<file path="config.mk">
export PLATFORM = sky130hd
export DESIGN_NAME = ej32_mem_arb
export DESIGN_NICKNAME = d
export VERILOG_FILES = /design/src/rtl/ej32_mem_arb.sv
export SDC_FILE = /design/constraint.sdc
export NUM_CORES = 1
export LEC_CHECK = 0
export ABC_AREA = 1
export CAP_MARGIN = 20
export CORE_ASPECT_RATIO = 0.6
export CORE_MARGIN = 5
export CORE_UTILIZATION = 40
export DETAILED_ROUTE_END_ITERATION = 10
export PLACE_DENSITY = 0.71
export SLEW_MARGIN = 15
export SYNTH_ARGS = -nofsm -noshare
export SYNTH_HDL_FRONTEND = slang
export SYNTH_SLANG_ARGS = --single-unit
</file>
<file path="constraint.sdc">
create_clock -name clk -period 1.65 [get_ports clk]
set_input_delay 0.2475 -clock clk [delete_from_list [all_inputs] [get_ports clk]]
set_output_delay 0.2475 -clock clk [all_outputs]
set_load 0.05 [all_outputs]
</file>
<file path="src/rtl/ej32_mem_arb.sv">
// ej32_mem_arb: shares one byte-wide synchronous memory port between the
// instruction-fetch path and the LS unit.
// Each fetch grant moves one byte. Each LS grant runs an atomic big-endian
// burst of 1, 2 or 4 bytes.
// Optional feature: define EJ32_ARB_RR_EN for alternating fetch/LS priority.
// Without it, LS always has priority over fetch.
module ej32_mem_arb #(
  parameter int AW = 17
) (
  input  logic          clk,
  input  logic          rst,
  input  logic          if_req,
  input  logic [AW-1:0] if_addr,
  output logic          if_ack,
  output logic [7:0]    if_data,
  input  logic          ls_req,
  input  logic          ls_we,
  input  logic [1:0]    ls_len,
  input  logic [AW-1:0] ls_addr,
  input  logic [31:0]   ls_wdata,
  output logic [31:0]   ls_rdata,
  output logic          ls_done,
  output logic          ls_bsy,
  output logic [AW-1:0] mem_a,
  output logic          mem_we,
  output logic [7:0]    mem_wd,
  input  logic [7:0]    mem_rd
);

`ifdef EJ32_ARB_RR_EN
  localparam bit RR_EN = 1'b1;
`else
  localparam bit RR_EN = 1'b0;
`endif

  typedef enum logic [2:0] {IDLE, FETCH, LS_RD, LS_WR, LS_FIN} state_t;
  typedef enum logic [1:0] {T_NONE, T_IF, T_LS} tag_t;

  state_t        state_q, state_d;
  tag_t          tag_q, tag_d;
  logic [1:0]    k_q, k_d;       // next byte index of the burst
  logic [1:0]    n_q, n_d;       // burst length mod 4 (4 bytes -> 0)
  logic          we_q, we_d;
  logic [AW-1:0] addr_q, addr_d;
  logic [31:0]   wdata_q, wdata_d;
  logic [31:0]   acc_q, acc_d;
  logic [31:0]   rdata_q, rdata_d;
  logic          lg_q, lg_d;     // 1 = last grant went to LS
  logic          ls_win;

  // Length code to byte count mod 4. Once k wraps back to n, every byte has issued.
  function automatic logic [1:0] len_n(input logic [1:0] len);
    return len[1] ? 2'd0 : (len[0] ? 2'd2 : 2'd1);
  endfunction

  // Byte k of a right-aligned n-byte word, MSB first
  function automatic logic [7:0] wbyte(input logic [31:0] w, input logic [1:0] n,
                                       input logic [1:0] k);
    logic [1:0] idx;
    idx = n - 2'd1 - k;
    return w[{idx, 3'b000} +: 8];
  endfunction

  // Return data is routed by the issue-time tag, whichever side holds the grant now
  assign if_ack   = (tag_q == T_IF);
  assign if_data  = mem_rd;
  assign ls_rdata = rdata_q;
  assign ls_bsy   = (state_q == LS_RD) || (state_q == LS_WR) || (state_q == LS_FIN);
  assign ls_win   = ls_req & ~(RR_EN & if_req & lg_q);

  // State and datapath registers
  always_ff @(posedge clk or negedge rst) begin
    if (!rst) begin
      state_q <= IDLE;
      tag_q   <= T_NONE;
      k_q     <= '0;
      n_q     <= '0;
      we_q    <= 1'b0;
      addr_q  <= '0;
      wdata_q <= '0;
      acc_q   <= '0;
      rdata_q <= '0;
      lg_q    <= 1'b0;
    end else begin
      state_q <= state_d;
      tag_q   <= tag_d;
      k_q     <= k_d;
      n_q     <= n_d;
      we_q    <= we_d;
      addr_q  <= addr_d;
      wdata_q <= wdata_d;
      acc_q   <= acc_d;
      rdata_q <= rdata_d;
      lg_q    <= lg_d;
    end
  end

  // Grant decision, burst sequencing and memory-port drive
  always_comb begin
    state_d = state_q;
    tag_d   = T_NONE;
    k_d     = k_q;
    n_d     = n_q;
    we_d    = we_q;
    addr_d  = addr_q;
    wdata_d = wdata_q;
    acc_d   = (tag_q == T_LS) ? {acc_q[23:0], mem_rd} : acc_q;
    rdata_d = rdata_q;
    lg_d    = lg_q;
    mem_a   = '0;
    mem_we  = 1'b0;
    mem_wd  = '0;
    ls_done = 1'b0;
    case (state_q)
      IDLE, FETCH: begin
        // rst gates the grant so the port stays quiet while reset is held
        if (rst && ls_win) begin
          we_d    = ls_we;
          n_d     = len_n(ls_len);
          addr_d  = ls_addr;
          wdata_d = ls_wdata;
          k_d     = 2'd1;
          acc_d   = '0;
          lg_d    = 1'b1;
          mem_a   = ls_addr;
          mem_we  = ls_we;
          mem_wd  = ls_we ? wbyte(ls_wdata, len_n(ls_len), 2'd0) : 8'h00;
          tag_d   = ls_we ? T_NONE : T_LS;
          state_d = ls_we ? LS_WR : LS_RD;
        end else if (rst && if_req) begin
          mem_a   = if_addr;
          tag_d   = T_IF;
          lg_d    = 1'b0;
          state_d = FETCH;
        end else begin
          state_d = IDLE;
        end
      end
      LS_RD: begin
        if (k_q != n_q) begin
          mem_a = addr_q + AW'(k_q);
          tag_d = T_LS;
          k_d   = k_q + 2'd1;
        end else begin
          // last byte is on mem_rd now
          rdata_d = {acc_q[23:0], mem_rd};
          state_d = LS_FIN;
        end
      end
      LS_WR: begin
        if (k_q != n_q) begin
          mem_a  = addr_q + AW'(k_q);
          mem_we = 1'b1;
          mem_wd = wbyte(wdata_q, n_q, k_q);
          k_d    = k_q + 2'd1;
        end else begin
          ls_done = 1'b1;
          state_d = IDLE;
        end
      end
      LS_FIN: begin
        ls_done = 1'b1;
        state_d = IDLE;
      end
      default: state_d = IDLE;
    endcase
  end

endmodule

</file>
==> run metrics <==
status complete, but fails checks; violated checks negative setup slack; CP top delay family buffers and inverters; width of the die around 170 um; Chip Height about 100 um; core area roughly 14,000 um^2; Slew Viols, Final 0; clk_skew between 9 and 10 ps; DRT Wirelength between 15,000 and 20,000 um; CP max-delay cell dfrtp_1; Cells after Synth about 720; Pleak 4.65 nW; clock tree buffer depth 2; register area around 2900 um^2; Post-Syn Nets between 800 and 900; worst-margin pin slew 763 ps; Starting Density a little over 40%; main combinational cell family by area after synthesis simple AND/OR/NAND/NOR gates; combinational share of power between 50% and 60%; first-pass GRT wire length about 28,000 um; # fillers between 1,000 and 1,500; dpl cells about 1,100; Setup crit end kind primary output; MaxCap Viol Count 0; CTS tree done; Detail Placement HPWL between 10,000 and 15,000 um; top-area cell type share of the netlist area approximately 50%; Multi-input gate area 2930 um^2; Fin. Hold Viols 0; final setup vio count between 60 and 70; CP Data Required Time about 1400 ps; row count 34; Synth Area in Compound Gates between 10% and 20%; via count around 5,500; power per cell area approximately 2100 nW/um^2; Post-Synth Simple-Gate Area between 20% and 30%; CP Buf/Inv Count 4; Crit Path Max Fanout 8; sw power 8.75 mW; mux contribution to synthesized area ~2.6%; top cells by area, synth dfrtp_1, nand2_1, inv_1; Unique masters post-synth 31; Final Net Count a little over 1,000; number of global-route vias before repair around 5,500; clock sinks roughly 110; worst path cell trace buf_4, inv_4, ha_4, buf_12, mux2i_2, nand2_1, nand3_2, nand2_4, buf_12; post-synthesis xor/xnor area fraction 0.897%; post-synthesis sequential area ratio just under 50%; layout cell share with drive strength beyond 1 32.7%; DR pass1 iterations 5; Final Critical Period roughly 2400 ps; Crit path top cell by count buf_12; gp weighted congestion approximately 0.94; Via-to-Cell Ratio 4.89; Reg power frac between 20% and 30%; post-synth top area cell dfrtp_1; Initial DRC Count approximately 390; #FFs+latches synth around 110; synth warn 0; grt ovf 0; Switching Share between 40% and 50%; clock transition at the registers of the reported paths ~50 ps; CTS H-Tree Depth 4; Wirelength per Cell between 15 and 20 um; synthesized area per cell just over 8 um^2; # DRC 0; Final period util 143%; worst hold path class primary input to async pin; I/O Buffers 149; die area approximately 17,000 um^2; CTS root buf clkbuf_16; Worst VDD drop roughly 0.89 mV; adder-cell share of the synthesized area less than 1%; top-level port count 150; synthesized cell area slightly below 6000 um^2; Non-Filler Instances approximately 1,100; normalized max-slew margin 48.9%; gr usage total about 20%; worst setup margin -712 ps; TNS Setup -24,070 ps; Arrival @ worst endpoint 2110 ps; Area Growth Syn to Fin 63.9%; initial antenna violation count 0; internal power between 10 and 15 mW; Final ANT Viol Nets 0; pin count of the biggest net entering global routing 74; Fmax achieved 0.423 GHz; unrepaired setup endpoints after global routing true; Crit Path Category flop to primary output; Clk pwr share 19.3%; max incr delay on CP roughly 380 ps; Worst-Skew Late Latency 400 ps; total power approximately 20 mW; startpoint types flop; ANT cells 0; TritonCTS buffer count 17
-- tightest hold or removal path, cell delays in order --
cell   delay, ps
buf_4        120
buf_4        110
buf_4        480
-- layout make-up --
cell class / count / share of cell area [%]
tap: 198 / 2.58
timing repair inverter: 1 / 0.0912
inverter: 92 / 3.86
sequential: 114 / 29.7
timing repair buffer: 225 / 26.8
clock buffer: 21 / 4.90
multi-input combinational: 474 / 30.5
clock inverter: 9 / 1.62
-- state kept, by name (all words and copies together), names as in the netlist --
| signal | cells |
|---|---|
| ls_rdata | 32 |
| n_q | 2 |
| acc_q | 24 |
| tag_q | 2 |
| wdata_q | 32 |
| k_q | 2 |
| addr_q | 17 |
| state_q | 3 |
-- cell usage after synthesis --
| master | number |
|---|---|
| nand2_4 | 4 |
| nand2_2 | 20 |
| buf_4 | 11 |
| buf_1 | 1 |
| inv_2 | 3 |
| buf_8 | 2 |
| a22oi_1 | 2 |
| o22ai_1 | 6 |
| buf_2 | 14 |
| fa_1 | 1 |
| dfrtp_1 | 114 |
| o21ai_2 | 20 |
| o21bai_1 | 12 |
| o21ai_0 | 63 |
| nand4_1 | 3 |
| nor3_1 | 8 |
| mux2i_1 | 15 |
| clkbuf_1 | 8 |
| buf_12 | 2 |
| or2_1 | 1 |
| xor2_1 | 6 |
| nor3b_4 | 1 |
| nand3_1 | 31 |
| nand2_1 | 195 |
| or2_2 | 1 |
| o211ai_1 | 1 |
| nor2_1 | 36 |
| o21ai_1 | 7 |
| inv_1 | 89 |
| a21oi_1 | 37 |
| ha_1 | 3 |
-- logic make-up (layout without fill, tap and decap cells) --
| group | Yosys count | in the layout |
|---|---|---|
| flip-flops | 114 | 114 |
| XOR/XNOR | 6 | 6 |
| multiplexers | 15 | 15 |
| adder cells (fa/ha/maj) | 4 | 4 |
| buffers and inverters | 130 | 348 |
| AO/OA/AOI/OAI | 148 | 148 |
| AND/OR/NAND/NOR | 300 | 301 |
-- metal layers --
metal  global-route usage (%)  vias to the layer above  routed length [um]  share of wire, %
li1                         -                     2703                   -                 -
met1                     30.1                     2607                8720                47
met2                     29.1                      213                8060                44
met3                     5.02                       23                1340               7.3
met4                     5.43                        0                 296               1.6
met5                        0                        -                   0                 0
-- placed cells by master, fill, tap and decap left out, types with 24 or more instances in the layout --
cell type,instances
nand2_1,163
dfrtp_1,114
buf_4,88
inv_1,81
clkdlybuf4s50_1,79
o21ai_0,55
buf_12,43
a21oi_1,37
nor2_1,33
nand2_4,29
nand2_2,24
-- repair_timing --
item | 4_1_cts | 5_1_grt
setup endpoints to repair | 63 | 64
hold endpoints to repair | 6 | 0
setup buffers | 1 | 5
pin swaps | 13 | 17
hold buffers | 1 | 0
gates resized for setup | 30 | 42
cloned | 0 | 10
-- final timing paths --
kind | startpoint | to | slack, ps | cells after the start
setup / recovery | k_q[0]$_DFFE_PN0P_ | mem_wd[2] | -710 | 9
hold / removal | rst | state_q[1]$_DFFE_PN0P_ | 90 | 3
setup reg to reg | k_q[0]$_DFFE_PN0P_ | ls_rdata[10]$_DFFE_PN0P_ | -290 | 11
hold reg to reg | ls_rdata[0]$_DFFE_PN0P_ | ls_rdata[0]$_DFFE_PN0P_ | 480 | 2
max in group asynchronous | rst | wdata_q[20]$_DFFE_PN0P_ | 980 | 3
min in group clk | ls_wdata[21] | wdata_q[21]$_DFFE_PN0P_ | 380 | 3
-- metrics by stage --
stage          instance area, um^2  hold slack (ps)  util [%]  worst slack, ps
2_1_floorplan                 6170            -48.1         -             -477
3_3_place_gp                  8460              219      58.7             -444
3_5_place_dp                  8460              222      58.7             -492
4_1_cts                       9210              127      63.9             -721
5_1_grt                       9600              167      66.6             -804
6_report                      9600             92.8      66.6             -712
-- power by group through the flow --
stage,combinational [mW],sequential (mW),clock (mW)
after floorplan,5.31,5.86,0
after global placement,9.69,4.86,0
after detailed placement,9.81,4.89,0
after CTS,10.1,4.89,3.93
after global routing,12.1,5.10,4.07
final,11.4,4.96,3.90
Note: power is estimated with default switching activity, not from simulation.
